## config.mk

```make
export PLATFORM = sky130hd
export DESIGN_NAME = ks_seq
export DESIGN_NICKNAME = d
export VERILOG_FILES = /design/src/rtl/ks_seq.sv
export SDC_FILE = /design/constraint.sdc
export NUM_CORES = 1
export LEC_CHECK = 0
export BUFFER_PORTS_ARGS = -buffer_cell sky130_fd_sc_hd__buf_2
export CORE_UTILIZATION = 57
export CTS_CLUSTER_SIZE = 28
export DETAILED_ROUTE_END_ITERATION = 10
export PLACE_DENSITY = 0.9
export SLEW_MARGIN = 20
export SYNTH_ARGS = -nofsm -noshare
export SYNTH_HDL_FRONTEND = slang
export SYNTH_SLANG_ARGS = --single-unit
```

## constraint.sdc

```tcl
create_clock -name clk -period 2.7 [get_ports clk]
set_input_delay 0.135 -clock clk [delete_from_list [all_inputs] [get_ports clk]]
set_output_delay 0.135 -clock clk [all_outputs]
set_load 0.01 [all_outputs]
```

## src/rtl/ks_seq.sv

```systemverilog
// DES key-schedule sequencer: one C/D register stepped forward or backward,
// presenting one round key per valid/ready handshake.
module ks_seq (
    input  logic        clk,
    input  logic        reset,
    input  logic        start,
    input  logic        decrypt,
    input  logic [1:64] keyIn,
    input  logic        keyReady,
    output logic        keyValid,
    output logic [1:48] roundKey,
    output logic [4:0]  roundNum,
    output logic        busy,
    output logic        done
);

    typedef enum logic {StIdle, StActive} state_t;

    // Permuted choice 1: source bit (1-based) of keyIn for each C/D bit.
    localparam int PC1 [56] = '{
        57, 49, 41, 33, 25, 17,  9,  1, 58, 50, 42, 34, 26, 18,
        10,  2, 59, 51, 43, 35, 27, 19, 11,  3, 60, 52, 44, 36,
        63, 55, 47, 39, 31, 23, 15,  7, 62, 54, 46, 38, 30, 22,
        14,  6, 61, 53, 45, 37, 29, 21, 13,  5, 28, 20, 12,  4
    };

    // Permuted choice 2: source bit (1-based) of C/D for each round-key bit.
    localparam int PC2 [48] = '{
        14, 17, 11, 24,  1,  5,  3, 28, 15,  6, 21, 10,
        23, 19, 12,  4, 26,  8, 16,  7, 27, 20, 13,  2,
        41, 52, 31, 37, 47, 55, 30, 40, 51, 45, 33, 48,
        44, 49, 39, 56, 34, 53, 46, 42, 50, 36, 29, 32
    };

    function automatic logic [1:56] pc1(input logic [1:64] k);
        logic [1:56] r;
        r = '0;
        for (int i = 0; i < 56; i++) begin
            r[i+1] = k[PC1[i]];
        end
        return r;
    endfunction

    function automatic logic [1:48] pc2(input logic [1:56] cd);
        logic [1:48] r;
        r = '0;
        for (int i = 0; i < 48; i++) begin
            r[i+1] = cd[PC2[i]];
        end
        return r;
    endfunction

    // True when round r uses a two-bit rotation.
    function automatic logic shift_two(input logic [4:0] r);
        return !(r == 5'd1 || r == 5'd2 || r == 5'd9 || r == 5'd16);
    endfunction

    function automatic logic [1:28] rotl28(input logic [1:28] x, input logic two);
        return two ? {x[3:28], x[1:2]} : {x[2:28], x[1]};
    endfunction

    function automatic logic [1:28] rotr28(input logic [1:28] x, input logic two);
        return two ? {x[27:28], x[1:26]} : {x[28], x[1:27]};
    endfunction

    function automatic logic [1:56] rotl56(input logic [1:56] cd, input logic two);
        return {rotl28(cd[1:28], two), rotl28(cd[29:56], two)};
    endfunction

    function automatic logic [1:56] rotr56(input logic [1:56] cd, input logic two);
        return {rotr28(cd[1:28], two), rotr28(cd[29:56], two)};
    endfunction

    state_t      state;
    logic [1:56] cd;
    logic        dir_dec;

    logic [1:56] load_cd;
    logic [1:56] step_cd;
    logic [4:0]  step_round;
    logic        last_round;

    // Round key is a pure permutation of the register, so it tracks keyValid.
    assign roundKey = pc2(cd);

    // Load value and per-handshake step, selected by the latched direction.
    always_comb begin
        load_cd    = decrypt ? pc1(keyIn) : rotl56(pc1(keyIn), 1'b0);
        last_round = dir_dec ? (roundNum == 5'd1) : (roundNum == 5'd16);
        if (dir_dec) begin
            step_round = roundNum - 5'd1;
            step_cd    = rotr56(cd, shift_two(roundNum));
        end else begin
            step_round = roundNum + 5'd1;
            step_cd    = rotl56(cd, shift_two(roundNum + 5'd1));
        end
    end

    // Sequencer FSM with registered outputs; done is a one-cycle pulse.
    always_ff @(posedge clk or posedge reset) begin
        if (reset) begin
            state    <= StIdle;
            cd       <= '0;
            dir_dec  <= 1'b0;
            roundNum <= 5'd0;
            keyValid <= 1'b0;
            busy     <= 1'b0;
            done     <= 1'b0;
        end else begin
            done <= 1'b0;
            unique case (state)
                StIdle: begin
                    if (start) begin
                        state    <= StActive;
                        cd       <= load_cd;
                        dir_dec  <= decrypt;
                        roundNum <= decrypt ? 5'd16 : 5'd1;
                        keyValid <= 1'b1;
                        busy     <= 1'b1;
                    end
                end
                StActive: begin
                    if (keyReady) begin
                        if (last_round) begin
                            state    <= StIdle;
                            cd       <= '0;
                            roundNum <= 5'd0;
                            keyValid <= 1'b0;
                            busy     <= 1'b0;
                            done     <= 1'b1;
                        end else begin
                            cd       <= step_cd;
                            roundNum <= step_round;
                        end
                    end
                end
                default: state <= StIdle;
            endcase
        end
    end

endmodule

```

==> impl_metrics.tcl, run 1 <==
set metrics [dict create \
    fmax_ghz 0.411 \
    p_int_mw 4.32 \
    wire_per_inst_um 19.0 \
    multi_input_area_um2 3770 \
    rr_worst_depth 8 \
    first_pass_iters 5 \
    place_ws_ns 0.343 \
    hold_viol_final 0 \
    cts_sinks 65 \
    hp-start "start" \
    drive_gt1_share_pct 23.9 \
    cts_setup_buffers 0 \
    synth_cell_types 41 \
    crit_chain "inv_1 -> ha_1 -> or3b_1 -> o22ai_2 -> o21a_2 -> buf_4 -> nor3_1 -> o31ai_2" \
    arrival_ns 2.68 \
    top_level_ports 125 \
    start_util_pct 59.6 \
    gr-total-overflow 0 \
    r2r_start "roundNum[1]$_DFFE_PP0P_" \
    synth_cells 710 \
    crit_type "reg2reg" \
    cts_htree_levels 3 \
    first_global_vias 5581 \
    synth.avg_cell_area_um2 8.78 \
    setup_violations 0 \
    critPathMaxFanout 28 \
    grt_antenna_before_repair 0 \
    port-buffer-count 116 \
    postCtsResizedCells 0 \
    power_mw 8.70 \
    cts_tree "built" \
    die_h_um 107 \
    path_clk_slew_ns 0.08 \
    diodes 0 \
    synth_top_area_share_pct 26.1 \
    routabilityCongestion 0.883 \
    p_clk_share_pct 10.8 \
    dp_hpwl_um 10500 \
    seqPwrFrac_pct 26.1 \
    worst_slack_ns 0.267 \
    drv_slew 0 \
    die_w_um 107 \
    slowest_delay_ns 0.49 \
    worstMarginPinSlew_ns 0.737 \
    ant_nets 0 \
    grt_util_all_layers_pct 28.9 \
    finalCriticalPeriod_ns 2.43 \
    ys.flop_type "dfrtp_1" \
    hold_path_end "state$_DFF_PP0_" \
    switching_power_mw 4.38 \
    holdPathStages 3 \
    synth_seq_cells 65 \
    worstPathRequired_ns 2.95 \
    final.setup_skew_ns 0.0185 \
    leakage_nw 2.95 \
    grt_max_degree 61 \
    max-slew-margin-rel_pct 50.8 \
    netlist_area_um2 6230 \
    cpMaxStageDelayCell "dfrtp_1" \
    seq_area_um2 1630 \
    yosys_warnings 0 \
    vias 5982 \
    drt_drc_violations_left 0 \
    min_path_type "in2reg" \
    period_share_pct 90.1 \
    dieArea_um2 11400 \
    ys_seq_area_share_pct 26.1 \
    endpoint_kind "register" \
    rsz0062_at_grt "false" \
    yosysTopAreaCell "dfrtp_1" \
    critPathLaunchType "register" \
    hold_buffers 1 \
    r2r_slack_ns 0.27 \
    fp-row-count 37 \
    outcome "complete, no violations" \
    synth_edf_count 0 \
    fill_cells 898 \
    synthArstFlopShare_pct 100 \
    ctsRootBufferMaster "clkbuf_8" \
    numCtsBuffers 9 \
    ir_drop_mv 0.712 \
    wl_um 16600 \
    core_um2 10500 \
    r2r_end "cd[24]$_DFFE_PP0P_" \
    nets 807 \
    netSwitchingFraction_pct 50.3 \
    yosys-top-cells-area "dfrtp_1, mux2i_1, nor3_1" \
    clk_latency_ns 0.35 \
    clock_path_buffers 2 \
    syn_to_final_growth_pct 6.18 \
    grt_pass1_wl_um 27100 \
    power_density_nw_per_um2 1310 \
    synth_nets 785 \
    drt-vias-per-instance 6.85 \
    maxCapViolations 0 \
    comb_power_share_pct 63.0 \
    drt_iter0_drc 585 \
    tns_ns 0 \
]
## per-layer routing
layer | wire [um] | share of wire (%) | global-route usage, % | vias to the layer above
li1 | - | - | - | 2714
met4 | 465 | 2.8 | 13.5 | 0
met5 | 0 | 0 | 0 | -
met3 | 1090 | 6.6 | 4.78 | 61
met2 | 8130 | 49 | 46.5 | 318
met1 | 6910 | 42 | 37.9 | 2889
## sequential cells by signal, summed over array words and instances, names as in the netlist
register and cells:
state 1, busy 1, cd 56, dir_dec 1
done 1, roundNum 5
## worst max-delay path by stage
stage	start	endpoint	slack, ns	cells after the start
finish	roundNum[1]$_DFFE_PP0P_	cd[24]$_DFFE_PP0P_	0.27	8
global route	roundNum[1]$_DFFE_PP0P_	cd[38]$_DFFE_PP0P_	0.13	8
CTS	roundNum[1]$_DFFE_PP0P_	cd[24]$_DFFE_PP0P_	0.31	8
detailed placement	roundNum[1]$_DFFE_PP0P_	cd[24]$_DFFE_PP0P_	0.34	8
global placement	roundNum[1]$_DFFE_PP0P_	cd[24]$_DFFE_PP0P_	0.43	8
floorplan	roundNum[1]$_DFFE_PP0P_	cd[29]$_DFFE_PP0P_	0.61	9
## cell usage after synthesis (9+ instances only)
cell type,n
a211oi_1,55
a21o_1,56
a21oi_1,59
buf_2,15
buf_4,55
buf_6,13
clkbuf_1,40
dfrtp_1,65
mux2i_1,112
nor2_1,9
nor3_1,111
o31ai_1,48
o31ai_2,10
## cell families (layout without fill, tap and decap cells)
logic type | count (synthesis) | count (layout) | share of synthesized area [%]
AO/OA/AOI/OAI | 245 | 245 | 28.2
adder cells (fa/ha/maj) | 6 | 6 | 1.20
AND/OR/NAND/NOR | 148 | 148 | 12.3
XOR/XNOR | 2 | 2 | 0.281
flip-flops | 65 | 65 | 26.1
multiplexers | 112 | 112 | 18.0
buffers and inverters | 132 | 159 | 13.9
## final cells by class
type	count	share of cell area [%]
clock buffers	10	1.93
clock inverters	6	1.40
inverters	5	0.284
multi-input cells	513	57.1
flip-flops and latches	65	24.7
well taps	136	2.57
repair buffers	138	12.1
## placed cells by master, fill, tap and decap left out, types with 2 or more instances in the layout
cell / instances
buf_2: 115
mux2i_1: 112
nor3_1: 111
dfrtp_1: 63
a21oi_1: 58
a21o_1: 56
a211oi_1: 55
o31ai_1: 48
buf_4: 18
o31ai_2: 10
nor2_1: 9
clkbuf_8: 9
ha_1: 6
and3_1: 5
o21ai_0: 5
nand2_1: 5
inv_1: 4
buf_12: 4
and3b_1: 3
and2_1: 2
a32oi_1: 2
nand3_2: 2
nor2b_1: 2
nor4b_1: 2
nand2b_1: 2
clkinv_4: 2
bufinv_16: 2
clkinvlp_4: 2
## through the flow
step	hold WS, ns	cells	area (um2)	util (%)
4_1_cts	0.0488	873	6620	63.2
2_1_floorplan	0.260	710	6230	-
6_report	0.0610	873	6620	63.2
3_5_place_dp	0.305	856	6390	61.0
5_1_grt	0.0545	873	6620	63.2
3_3_place_gp	0.294	856	6390	61.0
## worst max-delay path, delay by kind of cell (launching register included)
family | cells | cell delay [ns]
buffers and inverters | 2 | 0.46
and+or+nand+nor | 2 | 0.50
adders and majority gates | 1 | 0.24
AOI/OAI and AO/OA | 3 | 0.61
DFF | 1 | 0.49
## power groups by stage
stage	combinational (mW)	sequential [mW]	clock, mW
global route	5.94	2.34	0.994
detailed placement	5.40	2.25	0
CTS	5.41	2.24	0.951
floorplan	4.84	1.98	0
global placement	5.21	2.20	0
finish	5.48	2.27	0.943
Power figures use the tool's default switching activity.
==> run 2: changes to the inputs <==
==> config.mk (replaced) <==
export PLATFORM = sky130hd
export DESIGN_NAME = ks_seq
export DESIGN_NICKNAME = d
export VERILOG_FILES = /design/src/rtl/ks_seq.sv
export SDC_FILE = /design/constraint.sdc
export NUM_CORES = 1
export LEC_CHECK = 0
export CORE_UTILIZATION = 61
export CTS_CLUSTER_SIZE = 28
export DETAILED_ROUTE_END_ITERATION = 10
export DONT_BUFFER_PORTS = 1
export PLACE_DENSITY = 0.85
export SLEW_MARGIN = 20
export SYNTH_ARGS = -nofsm -noshare
export SYNTH_HDL_FRONTEND = slang
export SYNTH_SLANG_ARGS = --single-unit
==> impl_metrics.tcl, run 2 (synthesis gave the netlist of run 1 again) <==
set metrics [dict create \
    outcome "complete, no violations" \
    cts_tree "built" \
    r2r_slack_ns 0.23 \
    finalCriticalPeriod_ns 2.47 \
    final_cell_mix "mux2i_1, nor3_1, dfrtp_1, a21oi_1, a21o_1" \
    largest_register "cd" \
    min_path_type "in2reg" \
    critPathMaxFanout 28 \
    final.setup_skew_ns 0.00999 \
    cpMaxStageDelayCell "dfrtp_1" \
    fmax_ghz 0.404 \
    worstMarginPinSlew_ns 0.989 \
    drt-vias-per-instance 7.21 \
    r2r_end "cd[13]$_DFFE_PP0P_" \
    r2r_start "roundNum[0]$_DFFE_PP0P_" \
    routabilityCongestion 0.884 \
    start_util_pct 63.5 \
    cts_htree_levels 3 \
    endpoint_kind "register" \
    ant_nets 0 \
    die_h_um 103 \
    clock_path_buffers 2 \
    hold_path_end "cd[46]$_DFFE_PP0P_" \
    holdPathStages 4 \
    crit_chain "inv_1 -> ha_1 -> nand2b_1 -> a221oi_4 -> buf_12 -> mux2i_1 -> a21o_1 -> o31ai_1" \
    gr-total-overflow 0 \
    core_um2 9820 \
    slowest_delay_ns 0.55 \
    seq_area_um2 1630 \
    leakage_nw 2.48 \
    critPathLaunchType "register" \
    cts_setup_buffers 0 \
    setup_violations 0 \
    grt_pass1_wl_um 26000 \
    maxCapViolations 0 \
    numCtsBuffers 9 \
    hold_buffers 4 \
    postCtsResizedCells 0 \
    dp_hpwl_um 10300 \
    grt_max_degree 64 \
    rr_worst_depth 8 \
    arrival_ns 2.72 \
    worstPathRequired_ns 2.95 \
    wl_um 16300 \
    multi_input_area_um2 3770 \
    grt_antenna_before_repair 0 \
    hp-start "keyIn[45]" \
    ctsRootBufferMaster "clkbuf_8" \
    tns_ns 0 \
    largest_reg_flops 56 \
    hold_viol_final 0 \
    port-buffer-count 0 \
    rsz0062_at_grt "false" \
    max-slew-margin-rel_pct 33.9 \
    grt_util_all_layers_pct 31.2 \
    vias 5466 \
    crit_buf_inv 2 \
    power_density_nw_per_um2 1370 \
    fill_cells 871 \
    drive_gt1_share_pct 9.92 \
    drv_slew 0 \
    clk_latency_ns 0.36 \
    reg_top3 "cd x56, roundNum x5" \
    first_global_vias 5220 \
    diodes 0 \
    period_share_pct 91.6 \
    drt_drc_violations_left 0 \
    fp-row-count 36 \
    die_w_um 103 \
    syn_to_final_growth_pct -2.69 \
    wire_per_inst_um 21.5 \
    final_common_cell "mux2i_1" \
    path_clk_slew_ns 0.08 \
    ir_drop_mv 0.821 \
    dieArea_um2 10600 \
    hold-worst-slack_ns 0.0897 \
    drt_iter0_drc 466 \
    nets 696 \
    first_pass_iters 6 \
    crit_family "compound AO/OA/AOI/OAI gates" \
    top_level_ports 125 \
    cts_sinks 65 \
    crit_type "reg2reg" \
]
[run 2: cell count changes in the layout (fill, tap and decap cells not counted)]
cell	before	now
buf_2	115	0
clkbuf_1	1	0
clkinv_4	2	0
buf_12	4	6
dlygate4sd3_1	1	4
bufinv_16	2	1
buf_4	18	17
clkinv_2	0	3
[run 2: area by class of cell]
| cell class | instances | area share (%) |
|---|---|---|
| clock buffers | 9 | 2.04 |
| well taps | 133 | 2.74 |
| multi-input cells | 513 | 62.3 |
| repair buffers | 27 | 4.75 |
| clock inverters | 6 | 0.991 |
| inverters | 5 | 0.310 |
| flip-flops and latches | 65 | 26.9 |
[run 2: worst max path at each step]
| stage | startpoint | end | slack [ns] | cells past startpoint |
|---|---|---|---|---|
| global route | roundNum[0]$_DFFE_PP0P_ | cd[13]$_DFFE_PP0P_ | 0.09 | 8 |
| global placement | roundNum[0]$_DFFE_PP0P_ | cd[31]$_DFFE_PP0P_ | 0.39 | 8 |
| CTS | roundNum[0]$_DFFE_PP0P_ | cd[13]$_DFFE_PP0P_ | 0.24 | 8 |
| finish | roundNum[0]$_DFFE_PP0P_ | cd[13]$_DFFE_PP0P_ | 0.23 | 8 |
| floorplan | roundNum[1]$_DFFE_PP0P_ | cd[29]$_DFFE_PP0P_ | 0.61 | 9 |
| detailed placement | roundNum[0]$_DFFE_PP0P_ | cd[1]$_DFFE_PP0P_ | 0.31 | 8 |
[run 2: layer usage]
layer | wire [um] | share of wire (%) | vias to the layer above | global-route usage [%]
met1 | 6460 | 40 | 2614 | 38.6
met3 | 1620 | 9.9 | 59 | 8.34
met4 | 586 | 3.6 | 0 | 16.8
met2 | 7610 | 47 | 315 | 49.6
met5 | 0 | 0 | - | 0
li1 | - | - | 2478 | -
[run 2: worst reg2reg max path: stages, from the launching register on]
cell and delay [ns]:
dfrtp_1 0.55, inv_1 0.19, ha_1 0.26, nand2b_1 0.12, a221oi_4 0.41, buf_12 0.27
mux2i_1 0.12, a21o_1 0.20, o31ai_1 0.25
[run 2: stage by stage]
stage	setup WS, ns	utilization [%]	power (mW)	std cells	instance area [um2]
finish	0.227	61.7	8.31	758	6060
global route	0.0950	61.7	8.84	758	6060
CTS	0.244	61.7	8.20	758	6060
detailed placement	0.310	59.5	7.35	739	5840
global placement	0.391	59.5	7.15	739	5840
floorplan	0.609	-	6.82	710	6230
[run 2: power by group]
part           total (mW)  internal (mW)  switching (mW)
logic                4.94           2.15            2.79
registers            2.53           1.45            1.08
clock network       0.832          0.416           0.416
==> run 3: changes to the inputs <==
--- a/config.mk
+++ b/config.mk
@@ -10,6 +10,7 @@
 export DETAILED_ROUTE_END_ITERATION = 10
 export DONT_BUFFER_PORTS = 1
 export PLACE_DENSITY = 0.85
+export RECOVER_POWER = 100
 export SLEW_MARGIN = 20
 export SYNTH_ARGS = -nofsm -noshare
 export SYNTH_HDL_FRONTEND = slang
==> constraint.sdc (replaced) <==
create_clock -name clk -period 2.8 [get_ports clk]
set_input_delay 0.14 -clock clk [delete_from_list [all_inputs] [get_ports clk]]
set_output_delay 0.14 -clock clk [all_outputs]
set_load 0.01 [all_outputs]
==> impl_metrics.tcl, run 3 (synthesis gave the netlist of run 1 again) <==
set metrics [dict create \
    outcome "complete, no violations" \
    start_util_pct 63.5 \
    reg_top3 "cd x56, roundNum x5" \
    cts_htree_levels 3 \
    startpoint "dir_dec$_DFFE_PP0P_" \
    critPathLaunchType "register" \
    die_h_um 103 \
    worstPathRequired_ns 3.04 \
    fp-row-count 36 \
    worstMarginPinSlew_ns 1.19 \
    vias 5489 \
    syn_to_final_growth_pct -3.61 \
    max-slew-margin-rel_pct 20.5 \
    gr-total-overflow 0 \
    drt_iter0_drc 590 \
    routabilityCongestion 0.887 \
    instances_no_fill 756 \
    hold-worst-slack_ns 0.105 \
    cpMaxStageDelayCell "clkbuf_2" \
    endpoint_kind "register" \
    largest_register "cd" \
    fmax_ghz 0.376 \
    die_w_um 103 \
    cts_setup_buffers 0 \
    top_level_ports 125 \
    core_um2 9820 \
    hp-start "keyIn[54]" \
    clock_path_buffers 2 \
    multi_input_area_um2 3770 \
    path_clk_slew_ns 0.08 \
    final_common_cell "mux2i_1" \
    power_density_nw_per_um2 1310 \
    maxCapViolations 0 \
    final.setup_skew_ns 0.00831 \
    min_path_type "in2reg" \
    critPathMaxFanout 59 \
    tns_ns 0 \
    clk_latency_ns 0.36 \
    ant_nets 0 \
    grt_pass1_wl_um 25700 \
    fill_cells 841 \
    fin_area_um2 6010 \
    dieArea_um2 10600 \
    grt_util_all_layers_pct 30.7 \
    ir_drop_mv 0.904 \
    drt-vias-per-instance 7.26 \
    drive_gt1_share_pct 9.31 \
    rsz0062_at_grt "false" \
    wl_um 16100 \
    crit_buf_inv 3 \
    dp_hpwl_um 10200 \
    crit_type "reg2reg" \
    drv_slew 0 \
    slowest_delay_ns 0.88 \
    finalCriticalPeriod_ns 2.66 \
    seq_area_um2 1630 \
    setup_violations 0 \
    worst_slack_ns 0.144 \
    hold_viol_final 0 \
    cts_tree "built" \
    arrival_ns 2.90 \
    final_cell_mix "mux2i_1, nor3_1, dfrtp_1, a21oi_1, a21o_1" \
    drt_drc_violations_left 0 \
    cts_sinks 65 \
    ctsRootBufferMaster "clkbuf_8" \
    crit_family "buffers and inverters" \
    grt_antenna_before_repair 0 \
    grt_max_degree 61 \
    dpl-instance-area_um2 5780 \
    period_share_pct 94.9 \
    first_global_vias 5160 \
    numCtsBuffers 9 \
    r2r_start "dir_dec$_DFFE_PP0P_" \
    dpl.cell_count 736 \
    crit_chain "clkbuf_2 -> inv_1 -> nand3_2 -> buf_4 -> nor3_1 -> o31ai_1" \
    finish.utilization_pct 61.2 \
    wire_per_inst_um 21.3 \
    largest_reg_flops 56 \
    power_mw 7.90 \
    first_pass_iters 5 \
    port-buffer-count 0 \
    leakage_nw 2.46 \
    diodes 0 \
    place_ws_ns 0.308 \
    nets 693 \
]
==> run 3: cell count changes in the layout (fill, tap and decap cells not counted), sizes merged <==
cell,previous run,this run
buf,23,17
clkbuf,9,13
clkinv,3,4
clkinvlp,2,1
==> run 3: layout make-up <==
cell class              instances  share of cell area (%)
multi-input cells             513                    62.9
flip-flops and latches         65                    27.2
repair buffers                 24                    3.65
well taps                     133                    2.77
clock buffers                  10                    2.29
clock inverters                 6                   0.958
inverters                       5                   0.313
==> run 3: path summary, 6_finish.rpt <==
check | to | slack, ns | depth (start not counted)
worst max-delay path | cd[30]$_DFFE_PP0P_ | 0.14 | 6
worst min-delay path | cd[37]$_DFFE_PP0P_ | 0.10 | 4
worst max register to register | cd[30]$_DFFE_PP0P_ | 0.14 | 6
worst min register to register | cd[54]$_DFFE_PP0P_ | 0.60 | 2
max in group asynchronous | dir_dec$_DFFE_PP0P_ | 0.97 | 3
min in group asynchronous | cd[5]$_DFFE_PP0P_ | 0.42 | 2
==> run 3: power breakdown <==
| group | internal [mW] | leakage, nW | switching [mW] | total (mW) |
|---|---|---|---|---|
| sequential | 1.40 | 0.807 | 1.08 | 2.47 |
| clock | 0.429 | 0.102 | 0.391 | 0.820 |
| combinational | 1.99 | 1.55 | 2.61 | 4.60 |
==> run 3: what timing repair did <==
action	CTS	global route
resized for setup	0	0
endpoints found under the hold margin	25	0
hold buffers	4	0
==> run 3: metal layers <==
layer	up-vias	track usage, %	routed length, um
met5	-	0	0
met4	0	14.1	336
met3	34	6.51	1400
met2	284	49.5	7830
met1	2707	39.7	6560
li1	2464	-	-
==> run 3: tightest hold or removal path: cells and delay by family <==
kind	cells	cell delay, ns
and+or+nand+nor	1	0.12
muxes	1	0.04
AOI/OAI and AO/OA	2	0.12
